### src/rtl/pipe_reg_skid_pkg.sv
// Shared types and sizing helpers for the pipe_reg_skid pipeline register.
package pipe_reg_skid_pkg;

  localparam int unsigned STAGE_CNT_W = 2;

  typedef logic [STAGE_CNT_W-1:0] stageCount_t;

  function automatic int unsigned stageCapacity(input bit skid);
    return skid ? 2 : 1;
  endfunction

  // Width needed to hold every word the whole chain can store, including zero.
  function automatic int unsigned countWidth(input int unsigned depth, input bit skid);
    return $clog2(depth * stageCapacity(skid) + 1);
  endfunction

endpackage

### src/rtl/pipe_stage.sv
// One valid/ready pipeline stage: main register plus an optional skid register.
module pipe_stage
  import pipe_reg_skid_pkg::*;
#(
  parameter int unsigned      WIDTH     = 8,
  parameter bit               SKID      = 1'b1,
  parameter logic [WIDTH-1:0] RESET_VAL = '0
) (
  input  logic             clock_i,
  input  logic             reset_i,
  input  logic             flush_i,
  input  logic             inValid_i,
  output logic             inReady_o,
  input  logic [WIDTH-1:0] inData_i,
  output logic             outValid_o,
  input  logic             outReady_i,
  output logic [WIDTH-1:0] outData_o,
  output stageCount_t      count_o
);

  typedef enum logic [1:0] {
    ST_EMPTY = 2'b00,
    ST_MAIN  = 2'b10,
    ST_BOTH  = 2'b11
  } stageState_e;

  stageState_e      state_q, state_d;
  logic [WIDTH-1:0] mainData_q, mainData_d;
  logic [WIDTH-1:0] skidData_q, skidData_d;
  logic             mainValid, skidValid;
  logic             inFire, outFire;

  assign mainValid = (state_q != ST_EMPTY);
  assign skidValid = (state_q == ST_BOTH);

  // With a skid register the ready is purely registered; without it, ready looks through to downstream.
  assign inReady_o  = SKID ? !skidValid : (!mainValid || outReady_i);
  assign outValid_o = mainValid;
  assign outData_o  = mainData_q;
  assign count_o    = {1'b0, mainValid} + {1'b0, skidValid};

  assign inFire  = inValid_i && inReady_o;
  assign outFire = mainValid && outReady_i;

  always_comb begin
    state_d    = state_q;
    mainData_d = mainData_q;
    skidData_d = skidData_q;
    case (state_q)
      ST_EMPTY: begin
        if (inFire) begin
          mainData_d = inData_i;
          state_d    = ST_MAIN;
        end
      end
      ST_MAIN: begin
        if (outFire) begin
          if (inFire) begin
            mainData_d = inData_i;
          end else begin
            state_d = ST_EMPTY;
          end
        end else if (inFire && SKID) begin
          skidData_d = inData_i;
          state_d    = ST_BOTH;
        end
      end
      ST_BOTH: begin
        if (outFire) begin
          mainData_d = skidData_q;
          if (inFire) begin
            skidData_d = inData_i;
          end else begin
            state_d = ST_MAIN;
          end
        end
      end
      default: state_d = ST_EMPTY;
    endcase
    // A flush empties the stage but leaves the data registers untouched; the offered word is dropped.
    if (flush_i) begin
      state_d    = ST_EMPTY;
      mainData_d = mainData_q;
      skidData_d = skidData_q;
    end
  end

  always_ff @(posedge clock_i) begin
    if (reset_i) begin
      state_q <= ST_EMPTY;
    end else begin
      state_q <= state_d;
    end
  end

  always_ff @(posedge clock_i) begin
    if (reset_i) begin
      mainData_q <= RESET_VAL;
      skidData_q <= RESET_VAL;
    end else begin
      mainData_q <= mainData_d;
      skidData_q <= skidData_d;
    end
  end

endmodule

### src/rtl/pipe_reg_skid.sv
// Parametrised pipeline register: DEPTH chained valid/ready stages with optional skid buffering.
module pipe_reg_skid
  import pipe_reg_skid_pkg::*;
#(
  parameter int unsigned      WIDTH     = 8,
  parameter int unsigned      DEPTH     = 2,
  parameter bit               SKID      = 1'b1,
  parameter logic [WIDTH-1:0] RESET_VAL = '0
) (
  input  logic                                 C,
  input  logic                                 R,
  input  logic                                 FLUSH,
  input  logic                                 IN_VALID,
  output logic                                 IN_READY,
  input  logic [WIDTH-1:0]                     D,
  output logic                                 OUT_VALID,
  input  logic                                 OUT_READY,
  output logic [WIDTH-1:0]                     Q,
  output logic [countWidth(DEPTH, SKID)-1:0]   COUNT
);

  localparam int unsigned CNT_W = countWidth(DEPTH, SKID);

  logic [DEPTH:0]   chainValid;
  logic [WIDTH-1:0] chainData [DEPTH+1];
  stageCount_t      stageCount [DEPTH];

  assign chainValid[0] = IN_VALID;
  assign chainData[0]  = D;

  // Ready wires live inside each generate block so the SKID=0 ready chain is not one self-referencing vector.
  for (genvar i = 0; i < DEPTH; i++) begin : gStage
    logic upReady;
    logic downReady;

    if (i == DEPTH - 1) begin : gLast
      assign downReady = OUT_READY;
    end else begin : gMid
      assign downReady = gStage[i+1].upReady;
    end

    pipe_stage #(
      .WIDTH    (WIDTH),
      .SKID     (SKID),
      .RESET_VAL(RESET_VAL)
    ) uStage (
      .clock_i   (C),
      .reset_i   (R),
      .flush_i   (FLUSH),
      .inValid_i (chainValid[i]),
      .inReady_o (upReady),
      .inData_i  (chainData[i]),
      .outValid_o(chainValid[i+1]),
      .outReady_i(downReady),
      .outData_o (chainData[i+1]),
      .count_o   (stageCount[i])
    );
  end

  assign IN_READY  = gStage[0].upReady;
  assign OUT_VALID = chainValid[DEPTH];
  assign Q         = chainData[DEPTH];

  always_comb begin
    COUNT = '0;
    for (int i = 0; i < DEPTH; i++) begin
      COUNT = COUNT + CNT_W'(stageCount[i]);
    end
  end

endmodule

### config.mk
export PLATFORM = sky130hd
export DESIGN_NAME = pipe_reg_skid
export DESIGN_NICKNAME = d
export VERILOG_FILES = /design/src/rtl/pipe_reg_skid_pkg.sv /design/src/rtl/pipe_stage.sv /design/src/rtl/pipe_reg_skid.sv
export SDC_FILE = /design/constraint.sdc
export NUM_CORES = 1
export LEC_CHECK = 0
export BUFFER_PORTS_ARGS = -buffer_cell sky130_fd_sc_hd__buf_2
export CORE_ASPECT_RATIO = 1.1
export CORE_MARGIN = 5
export CORE_UTILIZATION = 56
export DETAILED_ROUTE_END_ITERATION = 10
export HOLD_SLACK_MARGIN = 0.05
export MAX_ROUTING_LAYER = met4
export PLACE_DENSITY_LB_ADDON = 0.3
export SYNTH_ARGS = -nofsm -noshare
export SYNTH_HDL_FRONTEND = slang
export SYNTH_HIERARCHICAL = 1
export SYNTH_SLANG_ARGS = --single-unit
### constraint.sdc
create_clock -name C -period 2.9 [get_ports C]
set_clock_uncertainty 0.1 [all_clocks]
set_input_delay 0.145 -clock C [delete_from_list [all_inputs] [get_ports C]]
set_output_delay 0.145 -clock C [all_outputs]
set_load 0.005 [all_outputs]
### Word-level counts from Yosys, hierarchy flattened

Index checks and enable logic that the tools add are counted.

| operators by class | value |
|---|---|
| mux-type cells | 30 |
| bitwise operators | 1 |
| reductions and logical operators | 20 |
| add/subtract/negate cells | 3 |
| eq/ne operators | 18 |

Operator list:

| cell | count |
|---|---|
| 8-bit two-way mux | 12 |
| 8-bit case mux with 3 select lines | 2 |
| 8-bit case mux with 2 select lines | 2 |
| 2-bit two-way mux | 12 |
| 4-bit AND reduction | 4 |
| 2-bit != test, second input constant | 7 |
| 2-bit case mux with 3 select lines | 2 |
| 5-bit AND reduction | 2 |
| 2-bit equality test, second input constant | 4 |
| 2-bit nonzero test | 4 |
| 2-bit by 1-bit != test with 1-bit output, second input constant | 3 |
| 3-bit != test, second input constant | 2 |
| 3-bit nonzero test | 2 |
| 1-bit by 1-bit adder with 2-bit output | 2 |
| 2-bit logical NOT | 2 |
| 2-bit by 2-bit adder with 3-bit output | 1 |
| 1-bit logical AND | 3 |
| 3-bit by 1-bit != test with 1-bit output, second input constant | 1 |
| 3-bit by 2-bit != test with 1-bit output, second input constant | 1 |
| 1-bit logical NOT | 2 |
| 2-bit OR reduction | 1 |
| 1-bit inverter | 1 |

| word-level totals | value |
|---|---|
| input bits | 13 |
| flip-flop bits (word level) | 36 |
| output and inout port bits | 13 |
| logic and storage cells | 78 |

### Logic depth before layout (Yosys ltp)

| depth | value |
|---|---|
| word-level depth | 6 |
| mapped depth | 8 |

### By module

Netlist, hierarchy kept.

Modules (own cells, without submodules):

| module | cells an instance | sequential area each (sq um) | times used | area each (sq um) |
|---|---|---|---|---|
| pipe_stage | 89 | 360.3 | 2 | 884.6 |
| pipe_reg_skid | 7 | 0.0 | 1 | 51.3 |

### Least setup slack after synthesis

Ideal clock, no wire load.

| timing | value |
|---|---|
| kind | flip-flop to flip-flop |
| from | reg gStage[1].uStage.state_q[0] |
| to | reg gStage[0].uStage.state_q[0] |
| path buffers | 1 |
| data arrival time | 2.008 ns |
| stages on the path, launching flop included | 8 |
| required time | 2.728 ns |
| setup slack | 0.720 ns |
| clock period less this slack | 2.180 ns |
| cells stage by stage | dfxtp_1 > ha_1 > buf_1 > inv_1 > nand2b_1 > o22ai_1 > a222oi_1 > mux2i_1 |

| on the way | value |
|---|---|
| word-level cells in the longest chain between the ends | 5 |
| elaborated cells on any way between the ends | 9 |

Ends and longest elaborated chain:

| what | line | source |
|---|---|---|
| from (decl) | pipe_stage.sv:27 | `stageState_e state_q, state_d;` |
| from (signal assigned) | pipe_stage.sv:92 | `state_q <= state_d;` |
| 2-bit equality test (*) | pipe_stage.sv:34 | `assign skidValid = (state_q == ST_BOTH);` |
| 1-bit logical NOT (*) | pipe_stage.sv:37 | `assign inReady_o = SKID ? !skidValid : (!mainValid \|\| outReady_i);` |
| named net gStage[0].downReady | pipe_reg_skid.sv:34 | `logic downReady;` |
| 1-bit logical AND (*) | pipe_stage.sv:43 | `assign outFire = mainValid && outReady_i;` |
| 3-bit != test (no source line) (tied with other cells) | - |  |
| 5-bit AND reduction (no source line) or 2-bit case mux with 3 select lines (tied branches) | - |  |
| to (signal assigned) | pipe_stage.sv:92 |  |
| to (decl) | pipe_stage.sv:27 |  |

Mark *: on every way through the listed nets, which the timed path passes. The rest lies on a longest branch.
A chain may end at the register's enable or synchronous reset.

==> impl_metrics.py <==
metrics = {
    "status": {
        "status": "finished, final reports clean",
    },
    "yosys": {
        "synth_largest_area_cell": "dfxtp_1",
        "syn_nets": 208,
        "syn_inst": 185,
        "ys_ff_latch": 36,
        "synth_cell_type_count": 22,
        "yosysWarnings": 6,
        "synthFlopType": "dfxtp_1",
        "synth_area_leaders": "dfxtp_1 (40%), mux2i_1 (20%), nor2_1 (7.4%)",
        "synth-async-reset-ratio_pct": 0,
        "avgSynthCellArea_um2": 9.84,
        "synth.top_cell.area_share_pct": 39.6,
        "netlist_area_um2": 1820,
        "ys_seq_area_share_pct": 39.6,
        "synth_edf_count": 0,
    },
    "timing": {
        "rsz0062_at_grt": "no",
        "hold_ws_ns": 0.153,
        "hold_viol": 0,
        "fin_crit_sh_pct": 81.9,
        "max_freq_mhz": 421,
        "timing.setup.tns_ns": 0,
        "report.final.slew_viol_count": 0,
        "tightest_slew_ns": 0.691,
        "setup_viol": 0,
        "period_needed_ns": 2.38,
        "slew_headroom_pct": 53.9,
    },
    "cts": {
        "cts_buffers": 5,
        "clockBufferDepth": 2,
        "post_cts_resized": 0,
        "cts.sinks": 36,
        "clk_latency_ns": 0.35,
        "htreeDepth": 2,
        "cts_tree": "done",
        "clkTransAtPathRegs_ns": 0.11,
        "cts_setup_buffers": 0,
        "ctsHoldBuffers": 8,
        "cts_root_buf": "clkbuf_4",
    },
    "cells_and_area": {
        "stdcell_area_um2": 2120,
        "drive_gt1_share_pct": 19.2,
        "n_antenna_cell": 0,
        "nFillCells": 257,
        "final_nets": 241,
        "final_cell_mix": "mux2i_1 (36), nor2_1 (36), dfxtp_1 (36)",
        "syn_to_final_growth_pct": 16.4,
    },
    "global_routing": {
        "grt_pass1_vias": 1355,
        "gr-total-overflow": 0,
        "gr-usage-all-layers_pct": 16.7,
        "grt_max_degree": 39,
        "grt_pass1_wl_um": 5800,
        "antenna_found_initial": 0,
    },
    "floorplan": {
        "core_area_um2": 3100,
        "fp.dieH_um": 69.8,
        "die_w_um": 64.4,
        "rows": 21,
        "dieArea_um2": 4490,
        "start_util_pct": 58.7,
        "boundaryPins": 26,
    },
    "placed_design": {
        "place_area_um2": 1960,
        "port_buffers": 25,
        "dpl.hpwl_um": 2430,
        "place_congestion": 0.763,
    },
    "routing": {
        "wl_met2_um": 1680,
        "firstDrtPassIters": 4,
        "routedWlPerCell_um": 13.2,
        "ant_nets": 0,
        "dr.max_layer_used": "met4",
        "post-route-drc-count": 0,
        "vias_per_cell": 5.47,
        "drt-total-wl_um": 3350,
        "dr.first_iter.drc_count": 59,
        "wl_met1_um": 1440,
        "vias": 1385,
        "wl_met3_um": 173,
    },
    "worst_setup_path": {
        "path_class": "reg -> out",
        "cp_data_arrival_time_ns": 2.13,
        "worstPathMaxFanout": 14,
        "cp-startpoint": "gStage[0].uStage/state_q[0]",
        "rr_startpoint": "gStage[0].uStage/state_q[0]",
        "critPathRequiredTime_ns": 2.65,
        "crit_path_start_kind": "flop",
        "cp-end-kind": "output port",
    },
    "pwr": {
        "powerDensity_nw_per_um2": 491,
        "total_power_w": 0.00104,
        "vdd_ir_drop_max_uv": 291,
        "p_leak_nw": 0.948,
    },
    "worst_hold_path": {
        "hp-class": "in -> reg",
        "hold_start": "FLUSH",
    },
    "job": {
        "drv_cap": 0,
    },
}
-- cells by family after synthesis --
| logic type | share of synthesized area (%) |
|---|---|
| adder cells (fa/ha/maj) | 7.29 |
| buffers and inverters | 6.12 |
| AO/OA/AOI/OAI | 13.7 |
| flip-flops | 39.6 |
| multiplexers | 19.8 |
| AND/OR/NAND/NOR | 13.5 |
-- power by group --
group	internal, W	switching, W
clock network	0.000184	0.000184
logic	0.0000668	0.0000765
registers	0.000515	0.0000139
-- synth_stat cells (4+ instances only) --
cell type	number
dfxtp_1	36
ha_1	9
buf_1	4
a211oi_1	12
nand2_1	6
a211oi_2	4
nand2b_1	4
mux2i_1	36
inv_1	15
nor2_1	36
-- metal layers --
metal / track usage [%] / up-vias
met5: - / -
li1: - / 707
met3: 4.21 / 7
met4: 7.98 / 0
met1: 18.2 / 637
met2: 28.0 / 34
-- stage by stage --
step / std cells / utilization (%) / setup WS, ns
after floorplan: 185 / - / 0.720
after global placement: 237 / 63.1 / 0.816
after detailed placement: 237 / 63.1 / 0.731
after CTS: 253 / 68.4 / 0.512
after global routing: 253 / 68.4 / 0.361
final: 253 / 68.4 / 0.524
-- state kept, by name (all words and copies together) (netlist names) --
signal                    flops
gStage.uStage/outData_o      16
gStage.uStage/skidData_q     16
gStage.uStage/state_q         4
-- worst paths after layout --
| check | endpoint | slack, ns | cells past startpoint |
|---|---|---|---|
| worst min register to register | gStage[1].uStage/outData_o[2] | 0.40 | 2 |
| worst max-delay path | COUNT[1] | 0.52 | 5 |
| worst max register to register | gStage[0].uStage/state_q[0] | 0.66 | 5 |
| worst min-delay path | gStage[1].uStage/state_q[1] | 0.15 | 3 |
-- critical path, cell delays in order (launching register included) --
cell     delay [ns]
dfxtp_1        0.40
ha_1           0.58
inv_1          0.14
fa_1           0.52
inv_1          0.03
buf_2          0.11
-- layout make-up --
cell class | count | area, µm² | area share [%]
timing repair buffer | 36 | 228 | 10.7
clock inverter | 3 | 46.3 | 2.18
clock buffer | 5 | 37.5 | 1.77
multi-input combinational | 124 | 988 | 46.6
inverter | 15 | 56.3 | 2.66
tap | 34 | 42.5 | 2.01
sequential | 36 | 721 | 34.0
(Power assumes the default switching activity.)
